<file path="src/rtl/mem_nibble_fifo.sv">
// Memory-side endpoint of the DMA nibble link: packs inbound nibble pairs
// into bytes, stores them in a circular buffer, and replays them as nibbles.
module mem_nibble_fifo #(
  parameter int unsigned DEPTH = 16,
  parameter int unsigned AW    = 4
) (
  input  logic          clk,
  input  logic          resetn,
  input  logic          clear,
  input  logic          in_valid,
  output logic          in_ready,
  input  logic [3:0]    in_nibble,
  output logic          out_valid,
  input  logic          out_ready,
  output logic [3:0]    out_nibble,
  output logic [AW:0]   count,
  output logic          full,
  output logic          empty
);

  localparam logic [AW:0] DEPTH_CNT = (AW+1)'(DEPTH);

  logic [7:0]    mem [DEPTH];
  logic [3:0]    stg;
  logic          wr_hi;
  logic          rd_hi;
  logic [AW-1:0] wr_ptr;
  logic [AW-1:0] rd_ptr;
  logic [AW:0]   count_nxt;
  logic [7:0]    rd_byte;
  logic          in_fire;
  logic          out_fire;
  logic          push;
  logic          pop;

  // Handshake outputs come straight from the full/empty flops.
  assign in_ready  = ~full;
  assign out_valid = ~empty;
  assign in_fire   = in_valid & in_ready;
  assign out_fire  = out_valid & out_ready;
  assign push      = in_fire & wr_hi;
  assign pop       = out_fire & rd_hi;

  // Outbound nibble selected by read phase; zero while nothing is stored.
  assign rd_byte    = mem[rd_ptr];
  assign out_nibble = empty ? 4'h0 : (rd_hi ? rd_byte[7:4] : rd_byte[3:0]);

  // Byte occupancy after this edge's push/pop.
  always_comb begin
    count_nxt = count;
    case ({push, pop})
      2'b10:   count_nxt = count + (AW+1)'(1);
      2'b01:   count_nxt = count - (AW+1)'(1);
      default: count_nxt = count;
    endcase
  end

  // Storage array; deliberately not reset, and never written during flush.
  always_ff @(posedge clk) begin
    if (resetn && !clear && push) begin
      mem[wr_ptr] <= {in_nibble, stg};
    end
  end

  // Pointers, phase bits, staging nibble and occupancy flags.
  always_ff @(posedge clk) begin
    if (!resetn || clear) begin
      stg    <= 4'h0;
      wr_hi  <= 1'b0;
      rd_hi  <= 1'b0;
      wr_ptr <= '0;
      rd_ptr <= '0;
      count  <= '0;
      full   <= 1'b0;
      empty  <= 1'b1;
    end else begin
      if (in_fire) begin
        wr_hi <= ~wr_hi;
        if (!wr_hi) begin
          stg <= in_nibble;
        end else begin
          wr_ptr <= wr_ptr + AW'(1);
        end
      end
      if (out_fire) begin
        rd_hi <= ~rd_hi;
        if (rd_hi) begin
          rd_ptr <= rd_ptr + AW'(1);
        end
      end
      count <= count_nxt;
      full  <= (count_nxt == DEPTH_CNT);
      empty <= (count_nxt == '0);
    end
  end

endmodule

</file>
<file path="config.mk">
export PLATFORM = sky130hd
export DESIGN_NAME = mem_nibble_fifo
export DESIGN_NICKNAME = d
export VERILOG_FILES = /design/src/rtl/mem_nibble_fifo.sv
export SDC_FILE = /design/constraint.sdc
export NUM_CORES = 1
export LEC_CHECK = 0
export BUFFER_PORTS_ARGS = -buffer_cell sky130_fd_sc_hd__buf_2
export CORE_MARGIN = 1
export CORE_UTILIZATION = 49
export DETAILED_ROUTE_END_ITERATION = 6
export GPL_TIMING_DRIVEN = 0
export PLACE_DENSITY = 0.63
export SETUP_SLACK_MARGIN = 0.05
export SLEW_MARGIN = 20
export SYNTH_ARGS = -nofsm -noshare
export SYNTH_HDL_FRONTEND = slang
export SYNTH_SLANG_ARGS = --single-unit
</file>
<file path="constraint.sdc">
create_clock -name clk -period 3.5 [get_ports clk]
set_clock_uncertainty 0.1 [all_clocks]
set_input_delay 0.35 -clock clk [delete_from_list [all_inputs] [get_ports clk]]
set_output_delay 0.35 -clock clk [all_outputs]
set_load 0.1 [all_outputs]
</file>
Yosys cells after proc, flatten, opt, wreduce, memory -nomap -nowiden
Memories as Yosys holds them, arrays and structs flattened. A register that Yosys moved wholly into a read port is not among the register bits.
Cells that the tools add are included.
Widths: inputs -> output; s select.
- bitwise gates (word level): 8
- reduce and logical (&&, ||, !) cells: 9
- equal/unequal tests: 3
- mux-type cells: 7
- $add $sub $neg: 4
- operators by type and width (operator ; count):
    $mux 4 ; 4
    $pmux 5 s2 ; 1
    $add 4x1->4 const B ; 2
    $reduce_and 2->1 ; 3
    $add 5x1->5 const B ; 1
    $eq 5x5->1 const B ; 1
    $logic_not 5->1 ; 1
    $sub 5x1->5 const B ; 1
    $and 1x1->1 ; 4
    $not 1->1 ; 4
    $eq 2x1->1 const B ; 1
    $eq 2x2->1 const B ; 1
    $logic_and 1x1->1 ; 2
    $logic_not 1->1 ; 2
    $mux 1 ; 2
    $logic_or 1x1->1 ; 1
- memory bits (writable): 128
- memories: 1
- input bits: 9
- flip-flop bits (word level): 21
- logic and storage cells: 40
- memory list (memory ; depth ; bits a word ; read ports ; clocked after memory_dff ; wr ports ; line ; source):
    mem ; 16 ; 8 ; 1 ; 1 ; 1 ; 23 ; logic [7:0] mem [DEPTH];

Longest topological paths before layout
- depth after elaboration: 6
- gate-level depth with buffers: 12

Worst setup path after synthesis
No wires, ideal clock.
- path kind: reg2out
- from: reg empty
- to: out out_nibble[1]
- slack: -0.954 ns
- stages on the path, launching flop included: 4
- arrival: 4.004 ns
- path buffers: 0
- cell sequence: dfxtp_1 -> inv_1 -> o221ai_1 -> a221oi_1
- word-level cells in the longest chain between the ends: 1
- RTL lines (item ; line ; source):
    start: declaration ; 18 ; output logic empty
    start signal: assignment ; 93 ; empty <= (count_nxt == '0);
    $mux 4 ; 46 ; assign out_nibble = empty ? 4'h0 : (rd_hi ? rd_byte[7:4] : rd_byte[3:0]);
    end: declaration ; 15 ; output logic [3:0] out_nibble,
No other way between the ends.

==> summary.txt <==
Synth
  • Synth Area in Simple Gates: 0.0566
  • Post-synth top area share: 0.621
  • EDFF count, synth: around 130
  • Post-synth ARST share: 0
  • Xor-xnor portion of the synthesized cell area: 0.0170
  • Synth Area in Compound Gates: 0.0279
  • Synth cell types: 42
  • Post-synth top cells: edfxtp_1, nor2_1, mux4_2, dfxtp_1
  • Cells after synthesis: 345
  • Net Count, Synth: 362
  • Mapped cell area: 6190 sq um
  • Post-synthesis mux area share: 0.157
  • Synth Area in Adders: 0.0162
  • Post-synth top area cell: edfxtp_1
  • Largest family of logic cells by synthesized area: multiplexers
  • Synth warn: 0
  • FF+latch count, synth: 153
  • Post-synthesis sequential area ratio: 0.701
  • Most frequent cell after synthesis: edfxtp_1
  • Synth Flop Type: edfxtp_1
  • Syn_area_per_cell: 18.0 sq um
  • Top post-synthesis cells by area: edfxtp_1, mux4_2, dfxtp_1

Floorplan
  • Die area: 13100 sq um
  • I/O pin cnt: 22
  • Die Y: 114 um
  • Initial Util: 0.509
  • Row cnt: 40
  • Chip width: 114 um
  • Core area: 12200 sq um

GRT
  • Global-route wire length before repair: 18000 um
  • Congestion Overflow GR: 0
  • Initial antenna violation count: 0
  • GRT Util Overall: 0.200
  • Vias in the first global route: 3214
  • Largest net degree at the start of global routing: 18

STA
  • Max Clk Rate: 312 MHz
  • RSZ-0062 raised after global routing: false
  • Final Cycle Share: 0.917
  • Slew @ Worst Pin: 0.904 ns
  • Headroom to the max-slew limit: 0.394
  • Min Tclk post-route: 3.21 ns
  • Worst hold slack: 0.208 ns
  • Setup TNS: 0 ns
  • Slew Viols, Final: 0
  • Setup ws final: 0.290 ns
  • Final setup viols: 0
  • Hold Violations, Final: 0

Cells and area
  • Nets: ~400
  • ANT cells: 0
  • Area Overhead vs Synth: 17.8%
  • Layout cells sized above 1: 0.273

Drt
  • TritonRoute pass-1 iters: 5
  • ANT nets after route: 0
  • DR WL/cell: 20.3 um
  • Final WL: 11500 um
  • Vias: 3144
  • DR vias/cell: 5.54
  • Starting DRT DRC Count: 262
  • DRC: 0

Critical path
  • Crit-path max cell delay: 0.62 ns
  • Top delay family on crit path: buffers and inverters
  • Setup crit end kind: output pin
  • Crit path DAT: 2.76 ns
  • Max stage delay cell, worst path: buf_1
  • WP buf/inv: 4
  • WS Path Type: register to output pin
  • CP most frequent cell: buf_2
  • Critical Path Fanout Max: 10
  • Worst-path cell chain: buf_2, buf_1, mux4_2, inv_1, a221oi_4, buf_2
  • Startpoint types: register
  • Req. time, crit path: 3.05 ns

Pwr
  • Sw frac: 0.184
  • Pwr dens: 557 nW/um^2
  • Switching pwr: ~0.75 mW
  • Logic pwr share: 0.011
  • Sequential Power Share: 0.486
  • Clk pwr share: 0.502
  • Lkg Pwr: 2.45 nW
  • Cell-internal power: about 3.3 mW
  • VDD IR-drop max: 0.311 mV

Placed design
  • Dpl ws: 0.137 ns
  • PortBufs: 21
  • Dpl hpwl: 7680 um
  • Final GP Congestion: 0.745

Clock network
  • Reg clk slew, reported paths: 0.06 ns
  • Root buf cell: clkbuf_16
  • Clock Latency Late Sink: 0.42 ns
  • H-tree levels: 4
  • Sinks on Clock Net: 153
  • CTS tree: done
  • CTS Buf Count: 17
  • CTS Buffer Depth: 2

Min path
  • Hold/Removal Path Class: input pin to register

Job
  • MaxCap Viol Count: 0

Outcome
  • Status: complete, no violations
==> stage by stage <==
step	area (sq um)	utilization	total power, mW	instances
3_5_place_dp	6630	0.545	2.06	536
3_3_place_gp	6570	0.541	2.06	534
6_report	7300	0.600	4.07	567
4_1_cts	7300	0.600	4.10	568
5_1_grt	7300	0.600	4.18	567
2_1_floorplan	6260	-	2.04	345
==> what timing repair did <==
action | CTS | global route
setup buffers | 0 | 0
resized for setup | 0 | 1
hold buffers | 0 | 0
endpoints found under the setup margin | 0 | 3
==> final timing paths <==
kind         startpoint            end  slack, ns  cells after the start
max reg2reg       rd_hi          empty       0.53                     11
min            in_valid          wr_hi       0.21                      4
min reg2reg   rd_ptr[3]       register       0.44                      2
max            register  out_nibble[1]       0.29                      6
==> flip-flops by register name, summed over array words and instances (netlist names), named ones only <==
signal and cells:
stg 4, full 1, wr_ptr 4, mem 128, rd_ptr 4, empty 1, rd_hi 1, wr_hi 1
count 5
==> cell usage in the layout (no fill, tap or decap), types with 6 or more instances in the layout <==
cell type / Yosys / layout
buf_2: 4 / 25
bufinv_16: 0 / 6
clkbuf_1: 7 / 6
clkbuf_16: 0 / 17
dfxtp_1: 25 / 23
edfxtp_1: 128 / 128
ha_1: 8 / 8
inv_1: 14 / 13
mux2i_1: 14 / 14
mux4_1: 9 / 9
mux4_2: 26 / 26
nand2_1: 6 / 6
nor2_1: 27 / 27
nor2b_1: 6 / 6
nor3_2: 0 / 8
xnor2_1: 7 / 7
==> power by group through the flow <==
| stage | Clock [mW] | Combinational (mW) | Sequential (mW) |
|---|---|---|---|
| after global routing | 2.15 | 0.0509 | 1.98 |
| after detailed placement | 0 | 0.0475 | 2.02 |
| after CTS | 2.08 | 0.0474 | 1.98 |
| after floorplan | 0 | 0.0222 | 2.01 |
| final | 2.04 | 0.0465 | 1.98 |
| after global placement | 0 | 0.0457 | 2.02 |
==> final cells by class <==
cell class	instances	area [sq um]
timing repair buffer	23	120
clock buffer	17	425
sequential	153	4350
tap	168	210
fill	898	4860
multi-input combinational	161	1800
buffer	16	91.3
inverter	14	56.3
clock inverter	15	246
==> worst min-delay path, stage by stage <==
cell     delay, ns
buf_2         0.11
nand2_1       0.09
xor2_1        0.07
nor2_1        0.07
==> metal layers <==
metal,GRT usage,up-vias,part of all wire
met5,0,-,0
met4,0.0736,0,0.0099
met3,0.0529,11,0.042
met2,0.322,70,0.51
met1,0.264,1619,0.44
li1,-,1444,-
==> cells by family after synthesis <==
kind of cell / Yosys count
xor+xnor: 12
compound gates: 21
simple gates: 70
mux: 50
flops: 153
buf+inv: 31
fa+ha+maj: 8
(Power assumes the default switching activity.)
